$ cat src/rtl/timer_dev.sv
// Memory-mapped countdown timer: CTRL/PRESET/COUNT registers and an expiry interrupt.
// Define TIMER_BYTE_WRITE_EN to make CTRL and PRESET honour per-lane byte enables.
module timer_dev #(
  parameter logic [31:0] PRESET_RST = 32'h0
) (
  input  logic        clk,
  input  logic        reset,
  input  logic [1:0]  addr,
  input  logic        we,
  input  logic [3:0]  be,
  input  logic [31:0] wdata,
  output logic [31:0] rdata,
  output logic        irq
);

  localparam int unsigned DW = 32;
  localparam int unsigned CW = 4;
  localparam int unsigned NB = 4;

  localparam logic [1:0] ADDR_CTRL   = 2'd0;
  localparam logic [1:0] ADDR_PRESET = 2'd1;
  localparam logic [1:0] ADDR_COUNT  = 2'd2;
  localparam logic [1:0] MODE_AUTO   = 2'b01;

  typedef enum logic [1:0] {
    ST_IDLE = 2'd0,
    ST_LOAD = 2'd1,
    ST_CNT  = 2'd2,
    ST_INT  = 2'd3
  } state_e;

  state_e          state_q, state_d;
  logic [CW-1:0]   ctrl_q, ctrl_d;
  logic [DW-1:0]   preset_q, preset_d;
  logic [DW-1:0]   count_q, count_d;
  logic            flag_q, flag_d;
  logic            irq_q, irq_d;

  logic            wr_c;
  logic            wr_ctrl_c;
  logic            wr_preset_c;
  logic            en_c;
  logic [1:0]      mode_c;
  logic            im_c;

  assign wr_c        = we && (be != '0);
  assign wr_ctrl_c   = wr_c && (addr == ADDR_CTRL);
  assign wr_preset_c = wr_c && (addr == ADDR_PRESET);
  assign en_c        = ctrl_q[0];
  assign mode_c      = ctrl_q[2:1];
  assign im_c        = ctrl_q[3];

  // Next-state: timer FSM first, then bus stores so a store overrides the INT auto-clear.
  always_comb begin
    state_d  = state_q;
    ctrl_d   = ctrl_q;
    preset_d = preset_q;
    count_d  = count_q;
    flag_d   = flag_q;
    irq_d    = 1'b0;

    unique case (state_q)
      ST_IDLE: begin
        if (en_c) state_d = ST_LOAD;
      end
      ST_LOAD: begin
        count_d = preset_q;
        state_d = ST_CNT;
      end
      ST_CNT: begin
        if (!en_c) begin
          state_d = ST_IDLE;
        end else if (count_q <= DW'(1)) begin
          count_d = '0;
          state_d = ST_INT;
        end else begin
          count_d = count_q - DW'(1);
        end
      end
      ST_INT: begin
        if (mode_c == MODE_AUTO) begin
          state_d = ST_LOAD;
        end else begin
          ctrl_d[0] = 1'b0;
          flag_d    = 1'b1;
          state_d   = ST_IDLE;
        end
      end
      default: state_d = ST_IDLE;
    endcase

`ifdef TIMER_BYTE_WRITE_EN
    if (wr_ctrl_c && be[0]) ctrl_d = wdata[CW-1:0];
    if (wr_preset_c) begin
      for (int unsigned i = 0; i < NB; i++) begin
        if (be[i]) preset_d[8*i +: 8] = wdata[8*i +: 8];
      end
    end
`else
    if (wr_ctrl_c)   ctrl_d   = wdata[CW-1:0];
    if (wr_preset_c) preset_d = wdata;
`endif

    if (wr_ctrl_c || wr_preset_c) flag_d = 1'b0;

    irq_d = im_c & ((state_d == ST_INT) | flag_d);
  end

  always_ff @(posedge clk) begin
    if (reset) begin
      state_q  <= ST_IDLE;
      ctrl_q   <= '0;
      preset_q <= PRESET_RST;
      count_q  <= '0;
      flag_q   <= 1'b0;
      irq_q    <= 1'b0;
    end else begin
      state_q  <= state_d;
      ctrl_q   <= ctrl_d;
      preset_q <= preset_d;
      count_q  <= count_d;
      flag_q   <= flag_d;
      irq_q    <= irq_d;
    end
  end

  // Load data is combinational so the memory stage samples it in the access cycle.
  always_comb begin
    rdata = '0;
    unique case (addr)
      ADDR_CTRL:   rdata = DW'(ctrl_q);
      ADDR_PRESET: rdata = preset_q;
      ADDR_COUNT:  rdata = count_q;
      default:     rdata = '0;
    endcase
  end

  assign irq = irq_q;

endmodule

$ cat config.mk
export PLATFORM = sky130hd
export DESIGN_NAME = timer_dev
export DESIGN_NICKNAME = d
export VERILOG_FILES = /design/src/rtl/timer_dev.sv
export SDC_FILE = /design/constraint.sdc
export NUM_CORES = 1
export LEC_CHECK = 0
export ABC_AREA = 1
export CAP_MARGIN = 10
export CELL_PAD_IN_SITES_DETAIL_PLACEMENT = 0
export CELL_PAD_IN_SITES_GLOBAL_PLACEMENT = 1
export CORE_ASPECT_RATIO = 0.9
export CORE_MARGIN = 2
export CORE_UTILIZATION = 41
export DETAILED_ROUTE_END_ITERATION = 7
export DONT_BUFFER_PORTS = 1
export GPL_TIMING_DRIVEN = 0
export PLACE_DENSITY_LB_ADDON = 0.1
export SLEW_MARGIN = 10
export SYNTH_ARGS = -nofsm -noshare
export SYNTH_HDL_FRONTEND = slang
export SYNTH_SLANG_ARGS = --single-unit
export TNS_END_PERCENT = 5
$ cat constraint.sdc
create_clock -name clk -period 1.5 [get_ports clk]
set_clock_uncertainty 0.05 [all_clocks]
set_input_delay 0.3 -clock clk [delete_from_list [all_inputs] [get_ports clk]]
set_output_delay 0.3 -clock clk [all_outputs]
set_load 0.05 [all_outputs]
==> results of run 1 <==
-- metrics by stage --
stage / setup slack [ps] / area, µm² / hold WS (ps) / util, % / TNS [ps]
5_1_grt: -184 / 6050 / 56.0 / 59.8 / -7330
6_report: -149 / 6050 / 45.8 / 59.8 / -4510
3_5_place_dp: -873 / 4550 / 325 / 45.0 / -41050
4_1_cts: -138 / 5700 / 46.6 / 56.4 / -5580
2_1_floorplan: -221 / 4390 / 319 / - / -7360
3_3_place_gp: -921 / 4550 / 320 / 45.0 / -41900
-- final cells by class --
cell class / instances / area [µm²]
plain buffers: 32 / 317
clock buffers: 11 / 253
clock inverters: 5 / 55.1
fillers: 931 / 4060
inverters: 81 / 320
multi-input cells: 418 / 3120
flip-flops and latches: 72 / 1510
well taps: 129 / 161
repair buffers: 28 / 327
-- worst paths after layout --
check | to | start | slack [ps]
setup / recovery | rdata[0] | count_q[0]$_SDFFE_PP0P_ | -150
setup reg to reg | count_q[17]$_SDFFE_PP0P_ | count_q[1]$_SDFFE_PP0P_ | -130
hold reg to reg | ctrl_q[1]$_SDFFE_PP0P_ | ctrl_q[1]$_SDFFE_PP0P_ | 430
hold / removal | ctrl_q[3]$_SDFFE_PP0P_ | wdata[3] | 50
-- repair_timing --
action / in CTS / in global routing
cloned: 3 / 2
endpoints found under the hold margin: 5 / 0
setup endpoints to repair: 67 / 75
pin swaps: 45 / 27
hold buffers: 1 / 0
resized for setup: 152 / 88
setup buffers: 15 / 8
-- worst register-to-register path, delay by kind of cell (launching register included) --
kind / cells / cell delay, ps
adders and majority gates: 1 / 170
AOI/OAI and AO/OA: 2 / 180
buffers and inverters: 3 / 360
and+or+nand+nor: 5 / 450
DFF: 1 / 350
-- cell usage in the layout, fill, tap and decap left out, drive strengths merged --
cell type      n
nand4          6
o21ai         76
xor2          13
clkinv         2
nor2          66
clkbuf        40
dlygate4sd3    1
o22ai         27
inv           80
nand3         37
nor3           2
a21oi        103
clkinvlp       3
nand3b         1
o221ai         4
bufinv         1
dfxtp         72
ha             2
nand2         81
buf           30
-- layer usage --
metal	GRT usage [%]	vias to the layer above	share of wire, %
li1	-	2110	-
met1	36.2	2132	45
met2	46.2	129	48
met3	5.62	19	5.6
met4	7.02	0	1.4
met5	0	-	0
-- registers in the layout, summed over array words and instances, names as in the netlist --
name      flops
preset_q     32
flag_q        1
ctrl_q        4
irq           1
count_q      32
state_q       2
-- kinds of logic (layout without fill, tap and decap cells) --
logic type	count (synthesis)	in the layout	synth area share [%]
adder cells (fa/ha/maj)	2	2	0.596
flip-flops	72	72	34.4
buffers and inverters	113	157	10.7
XOR/XNOR	13	13	2.71
AND/OR/NAND/NOR	193	193	24.0
AO/OA/AOI/OAI	210	210	27.6
-- power groups by stage --
| stage | Sequential, W | Clock, W | Combinational [W] |
|---|---|---|---|
| floorplan | 0.00209 | 0 | 0.00103 |
| global placement | 0.00211 | 0 | 0.00130 |
| detailed placement | 0.00211 | 0 | 0.00131 |
| CTS | 0.00208 | 0.00226 | 0.00161 |
| global route | 0.00210 | 0.00233 | 0.00189 |
| finish | 0.00209 | 0.00224 | 0.00176 |
==> reports/results.ini, run 1 <==
[critical_path]
slowest_stage=o221ai_4
cp-start-kind=flop
cp_top_family=compound AO/OA/AOI/OAI gates
crit_chain=inv_4, buf_4, o221ai_4
timing_worst_setup_path_type=reg -> out
crit_cells=3
max_stage_delay_ps=390
critPathMaxFanout=3
rr_worst_depth=11
cp.required_ps=1150
path_buf_inv=2
worstPathArrival_ps=1300
endpoint_kind=output port

[synth]
ys_top_cells_by_area=dfxtp_1, a21oi_1, o21ai_0, inv_1, nand2_1
ys_dominant_reg_cell=dfxtp_1
syn-num-nets=646
yosysSeqAreaShare_pct=34.4
ys_seq_elements=72
yosysTopAreaCell=dfxtp_1
synth_top_area_share_pct=34.4
yosysWarningCount=0
synth_area_um2=4200
synth_most_common_cell=a21oi_1
async_reset_ff_share_pct=0
postSynthCellCount=603
synth_edf_count=0
avgSynthCellArea_um2=6.96
ys_types=28
synth_top_cells_by_count=a21oi_1, inv_1, o21ai_0

[sta]
hold_viol_final=0
fin_ws_ps=-149
worstMarginPinSlew_ps=604
setup_viol=63
max_freq_mhz=606
max-slew-margin-rel_pct=59.7
final_max_slew_viol_count=0
fin_crit_ps=1650
rsz0062_at_grt=yes
fin_crit_sh_pct=110

[routing]
antenna_left=0
wl_per_cell_um=19.7
vias=4390
viasPerCell=5.66
post-route-drc-count=0
routed_wl_um=15300
drtIter0Drc=207
dr.pass1.iters=4

[die]
io-pin-count=74
die_area_um2=11100
die_x_um=111
core_area_um2=10100
die_y_um=100
row_count=35
start_util_pct=41.5

[clock_tree]
clock_latency_ps=350
h-tree-depth=3
cts_tree=done
clk_pin_slew_ps=60
clk_path_buf_depth=2
ctsRootBufferMaster=clkbuf_16
numCtsBuffers=9
clock_sinks=72

[status]
status=complete, but fails checks
violations=negative setup slack

[grt]
grt_first_pass_wirelength_um=23500
first_global_vias=4218
grtUsageTotal_pct=27.4
antenna_found_initial=0
grt_max_degree=13
grt.overflow.total=0

[power]
net-switching-power_w=0.00213
p_leak_nw=2.16
combinationalPowerShare_pct=28.9
p_sw_share_pct=35.0
power_density_nw_per_um2=1010
seq_power_share_pct=34.3
internal-power_w=0.00396
finalPower_w=0.00609
clockPowerShare_pct=36.8
peakVddDrop_uv=626

[placed_design]
dp_hpwl_um=10100
place.gp.congestion=0.871
port_buffers=0
dp_cells=732

[worst_hold_path]
hold_depth=2
worstHoldPathType=in -> reg

[finish]
n_antenna_cell=0
area_delta_synth_final_pct=44.3
final_layout_size_suffix_gt1_share_pct=41.0
final_cells=776
nNetsFinal=685

[job]
cap_violations=0

Note: power is estimated with default switching activity, not from simulation.
==> run 2, diff against run 1 <==
ABC_AREA = default   (was 1)
CORE_UTILIZATION = 42   (was 41)
==> run 2 against run 1 <==
  * The run still ends with negative setup slack left
  * Via count grew 2.7%
  * First-iteration DRC count grew 120%
  * Fmax shrank 33%
  * Flip-flop and latch count is the same
  * Clock-buffer cell count shrank 2
  * Critical path type is now reg -> reg
  * Critical endpoint is now count_q[26]$_SDFFE_PP0P_
  * Largest power group is now sequential cells
  * Highest routed layer unchanged
==> reports/results.ini, run 2 <==
[clock_tree]
ctsRootBufferMaster=clkbuf_8
clock_latency_ps=370
numCtsBuffers=9
clk_pin_slew_ps=90
cts_tree=done
clk_path_buf_depth=2
clock_sinks=72
h-tree-depth=3

[worst_hold_path]
worstHoldPathType=in -> reg
worstHoldEndpoint=preset_q[29]$_SDFFE_PP0P_
hold_depth=2
min_from=wdata[29]

[placed_design]
dp_hpwl_um=11100
placed_cell_area_um2=4320
place.gp.congestion=0.928
port_buffers=0
dp_cells=672

[critical_path]
max_stage_delay_ps=550
critPathMaxFanout=6
r2r_slack_ps=-960
endpoint_kind=flop
timing_worst_setup_path_type=reg -> reg
slowest_stage=or4_4
reg2reg_from=count_q[12]$_SDFFE_PP0P_
crit_chain=or4_4, or3_1, buf_6, or3_4, o41ai_4, o32ai_2
reg2reg_to=count_q[26]$_SDFFE_PP0P_
cp-start-kind=flop
rr_worst_depth=6
worstPathArrival_ps=2650
cp.required_ps=1700

[synth]
yosysTopAreaCell=dfxtp_1
postSynthCellCount=546
yosysWarningCount=0
synth_area_um2=4100
yosysSeqAreaShare_pct=35.2
synth_top_cells_by_count=nand2_1, dfxtp_1, a21oi_1
synth_most_common_cell=nand2_1
ys_types=54
synth_edf_count=0
async_reset_ff_share_pct=0
ys_seq_elements=72
ys_top_cells_by_area=dfxtp_1, nand2_1, a21oi_1, a22o_1, clkbuf_1
avgSynthCellArea_um2=7.51
syn-num-nets=589
synth_top_area_share_pct=35.2
ys_dominant_reg_cell=dfxtp_1

[die]
io-pin-count=74
die_x_um=108
row_count=34
core_area_um2=9570
die_area_um2=10600
die_y_um=97.7
start_util_pct=42.8

[finish]
n_antenna_cell=0
final_layout_size_suffix_gt1_share_pct=24.8
largest_registers=count_q: 32 flops, preset_q: 32 flops, ctrl_q: 4 flops
area_delta_synth_final_pct=26.8
final_cells=714
mostFrequentLayoutCells=nand2_1, dfxtp_1, a21oi_1
final_common_cell=nand2_1
final_cell_area_um2=5200
nNetsFinal=626

[grt]
grt_first_pass_wirelength_um=24800
first_global_vias=4441
grt.overflow.total=0
antenna_found_initial=0
grt_max_degree=15
grtUsageTotal_pct=31.3

[power]
p_sw_share_pct=30.3
net-switching-power_w=0.00127
clockPowerShare_pct=39.1
peakVddDrop_uv=477
combinationalPowerShare_pct=13.8
internal-power_w=0.00293
p_leak_nw=2.03
seq_power_share_pct=47.1
power_density_nw_per_um2=809

[routing]
antenna_left=0
drtIter0Drc=459
routed_wl_um=16100
dr.pass1.iters=5
viasPerCell=6.31
wl_per_cell_um=22.5
vias=4507
post-route-drc-count=0

[sta]
max-slew-margin-rel_pct=15.7
final_max_slew_viol_count=0
setup_viol=71
fin_ws_ps=-956
fin_crit_ps=2460
max_freq_mhz=407
hold_viol_final=0
worstMarginPinSlew_ps=1250
rsz0062_at_grt=yes
fin_hold_ws_ps=3.00
fin_crit_sh_pct=164

[job]
cap_violations=0

[status]
violations=negative setup slack
status=complete, but fails checks

-- run 2: cell types whose count changed in the layout (fill, tap and decap cells not counted), sizes merged, moves of 23 or more --
cell   delta
nor2     -37
a21oi    -50
inv      -69
a22o     +28
o22ai    -23
o21ai    -67
-- run 2: timing repair --
action,CTS,global route
hold buffers,4,2
buffers inserted,14,10
pin swaps,7,23
resized for setup,106,48
endpoints found under the hold margin,4,2
endpoints found under the setup margin,84,101
-- run 2: worst max-delay path: cells and delay by family (launching register included) --
kind,cells,cell delay (ps)
DFF,1,370
buffers and inverters,1,140
and+or+nand+nor,3,1320
AOI/OAI and AO/OA,2,440
-- run 2: worst max-delay path by stage --
stage / start / end / slack [ps] / cells past startpoint
after CTS: count_q[9]$_SDFFE_PP0P_ / count_q[26]$_SDFFE_PP0P_ / -920 / 7
after global routing: count_q[12]$_SDFFE_PP0P_ / count_q[26]$_SDFFE_PP0P_ / -970 / 6
after global placement: state_q[1]$_SDFF_PP0_ / count_q[3]$_SDFFE_PP0P_ / -1810 / 8
after detailed placement: state_q[1]$_SDFF_PP0_ / count_q[3]$_SDFFE_PP0P_ / -1770 / 8
after floorplan: count_q[9]$_SDFFE_PP0P_ / count_q[26]$_SDFFE_PP0P_ / -800 / 7
final: count_q[12]$_SDFFE_PP0P_ / count_q[26]$_SDFFE_PP0P_ / -960 / 6
-- run 2: per-layer routing --
layer	routed length, µm	global-route usage [%]
met5	0	0
met1	6870	42.7
met4	603	13.2
met2	7100	47.6
met3	1530	6.84
-- run 2: area by class of cell --
type / count / area, µm²
tap: 126 / 158
sequential: 72 / 1460
fill: 964 / 4370
clock inverter: 7 / 78.8
inverter: 9 / 33.8
clock buffer: 9 / 124
buffer: 50 / 315
multi-input combinational: 411 / 2790
timing repair buffer: 30 / 240
-- run 2: through the flow --
step                      power (W)  util, %  setup slack (ps)  setup TNS (ps)
final                       0.00420     54.3              -956          -34160
after global routing        0.00435     54.3              -975          -39360
after CTS                   0.00417     52.0              -918          -34630
after detailed placement    0.00247     45.1             -1770         -101220
after global placement      0.00246     45.1             -1810         -101300
after floorplan             0.00232        -              -802          -41460
-- run 2: kinds of logic (layout without fill, tap and decap cells) --
family	count (synthesis)	in the layout	synth area share [%]
AO/OA/AOI/OAI	161	161	26.6
adder cells (fa/ha/maj)	2	2	0.610
buffers and inverters	63	105	6.17
flip-flops	72	72	35.2
multiplexers	10	10	2.47
AND/OR/NAND/NOR	238	238	28.9
-- run 2: power groups by stage --
stage	Clock (W)	Combinational (W)	Sequential, W
detailed placement	0	0.000440	0.00203
global route	0.00175	0.000612	0.00199
finish	0.00164	0.000579	0.00198
global placement	0	0.000434	0.00202
CTS	0.00166	0.000526	0.00198
floorplan	0	0.000312	0.00201
==> run 3, diff against run 2 <==
CORE_UTILIZATION = 43   (was 42)
CTS_BUF_LIST = sky130_fd_sc_hd__clkbuf_4   (was default)
HOLD_SLACK_MARGIN = 0.12   (was default)
==> run 3 against run 2 <==
  * The flow still finishes with violations (negative setup slack)
  * Global-route usage increased by 1.1 points
  * Core utilization is 5.1 points higher
  * Die area down 2.2%
  * Sequential power barely moved
  * Critical path depth is 1 higher
  * Clock power fell by 17%
  * Worst setup slack better by 54 ps
  * Design area up 5.2%
  * Fmax is 2.2% higher
  * Combinational power grew 12%
==> reports/results.ini, run 3 (same netlist as run 2, synthesis figures left out) <==
[status]
status=complete, but fails checks
violations=negative setup slack

[power]
power_density_nw_per_um2=732
p_leak_nw=2.19
peakVddDrop_uv=489

[clock_tree]
clock_latency_ps=450
hold_buffers=32
clk_pin_slew_ps=160
ctsRootBufferMaster=clkbuf_4
numCtsBuffers=9
h-tree-depth=3
cts_tree=done
clk_path_buf_depth=2
clock_sinks=72

[critical_path]
cp_top_family=simple AND/OR/NAND/NOR gates
cp.required_ps=1770
crit_chain=or4_4, buf_8, or3_4, buf_6, or3_4, o41ai_2, o32ai_1
cp-start-kind=flop
worstPathArrival_ps=2680
path_buf_inv=2
critPathMaxFanout=8
cp_common_cell=or3_4
max_stage_delay_ps=500
slowest_stage=or4_4
timing_worst_setup_path_type=reg -> reg
endpoint_kind=flop

[finish]
final_layout_size_suffix_gt1_share_pct=24.2
nNetsFinal=642
area_delta_synth_final_pct=33.4
final_cells=726
n_antenna_cell=0
largest_registers=count_q: 32 flops, preset_q: 32 flops, ctrl_q: 4 flops
mostFrequentLayoutCells=nand2_1, dfxtp_1, a21oi_1
final_common_cell=nand2_1

[routing]
dr.pass1.iters=7
drtIter0Drc=475
routed_wl_um=16600
vias=4671
antenna_left=0
viasPerCell=6.43
post-route-drc-count=0
wl_per_cell_um=22.9

[sta]
final_max_slew_viol_count=0
fin_crit_ps=2400
worstMarginPinSlew_ps=685
fin_crit_sh_pct=160
fin_hold_ws_ps=66.1
fin_ws_ps=-902
setup_viol=66
max-slew-margin-rel_pct=54.4
hold_viol_final=0
max_freq_mhz=416
rsz0062_at_grt=yes

[die]
die_x_um=107
die_y_um=96.6
io-pin-count=74
row_count=33
die_area_um2=10300
start_util_pct=44.5
core_area_um2=9210

[job]
cap_violations=0

[placed_design]
dp_hpwl_um=11000
place.gp.congestion=0.925
dp_cells=668
port_buffers=0

[grt]
first_global_vias=4396
grt.overflow.total=0
antenna_found_initial=0
grt_max_degree=15
grt_first_pass_wirelength_um=25300
grtUsageTotal_pct=32.3

[worst_hold_path]
worstHoldPathType=in -> reg

==> run 3: cell count changes in the layout (fill, tap and decap cells not counted), moves of 3 or more <==
| cell | change |
|---|---|
| dfxtp_2 | +12 |
| buf_4 | -15 |
| dlygate4sd3_1 | +26 |
| dfxtp_1 | -11 |
| buf_2 | -4 |
| clkbuf_4 | +10 |
| buf_6 | +3 |
| a22o_4 | +16 |
| clkbuf_8 | -10 |
| a22o_2 | -16 |
==> run 3: worst paths after layout <==
check	cells after the start	slack [ps]	endpoint	from
max	7	-900	count_q[26]$_SDFFE_PP0P_	count_q[14]$_SDFFE_PP0P_
min	3	70	ctrl_q[0]$_SDFFE_PP0P_	addr[1]
max reg2reg	7	-900	count_q[26]$_SDFFE_PP0P_	count_q[14]$_SDFFE_PP0P_
min reg2reg	2	440	preset_q[0]$_SDFFE_PP0P_	preset_q[0]$_SDFFE_PP0P_
==> run 3: worst register-to-register path: cells and delay by family (launching register included) <==
| family | cells | cell delay, ps |
|---|---|---|
| compound gates | 2 | 320 |
| buf+inv | 2 | 290 |
| simple gates | 3 | 1240 |
| flops | 1 | 390 |
==> run 3: timing repair <==
action                                  in CTS  in global routing
setup buffers                                8                  5
endpoints found under the setup margin      71                 82
pin swaps                                   10                 17
endpoints found under the hold margin       36                  3
gates resized for setup                    127                 53
==> run 3: routing by layer <==
| layer | wire, µm | track usage [%] |
|---|---|---|
| met5 | 0 | 0 |
| met4 | 612 | 13.8 |
| met3 | 1770 | 7.41 |
| met2 | 7160 | 48.1 |
| met1 | 7060 | 44.8 |
==> run 3: metrics by stage <==
| step | setup TNS, ps | power, W | utilization [%] | worst slack (ps) | cell area, µm² |
|---|---|---|---|---|---|
| 3_3_place_gp | -99710 | 0.00247 | 46.8 | -1760 | 4310 |
| 5_1_grt | -31330 | 0.00412 | 59.4 | -963 | 5470 |
| 3_5_place_dp | -100770 | 0.00247 | 46.8 | -1720 | 4310 |
| 2_1_floorplan | -41460 | 0.00232 | - | -802 | 4160 |
| 4_1_cts | -30870 | 0.00395 | 57.4 | -892 | 5290 |
| 6_report | -27830 | 0.00400 | 59.4 | -902 | 5470 |
==> run 3: final cells by class <==
| class | count | area [µm²] |
|---|---|---|
| Clock inverter | 7 | 77.6 |
| Clock buffer | 9 | 67.6 |
| Inverter | 9 | 33.8 |
| Tap cell | 122 | 153 |
| Timing Repair Buffer | 45 | 425 |
| Multi-Input combinational cell | 411 | 2880 |
| Buffer | 51 | 370 |
| Sequential cell | 72 | 1470 |
| Fill cell | 866 | 3740 |
==> run 3: power by group <==
part / switching, W / total [W] / internal, W
registers: 0.0000484 / 0.00200 / 0.00195
clock network: 0.000836 / 0.00136 / 0.000522
logic: 0.000390 / 0.000648 / 0.000258
total: 0.00127 / 0.00400 / 0.00273
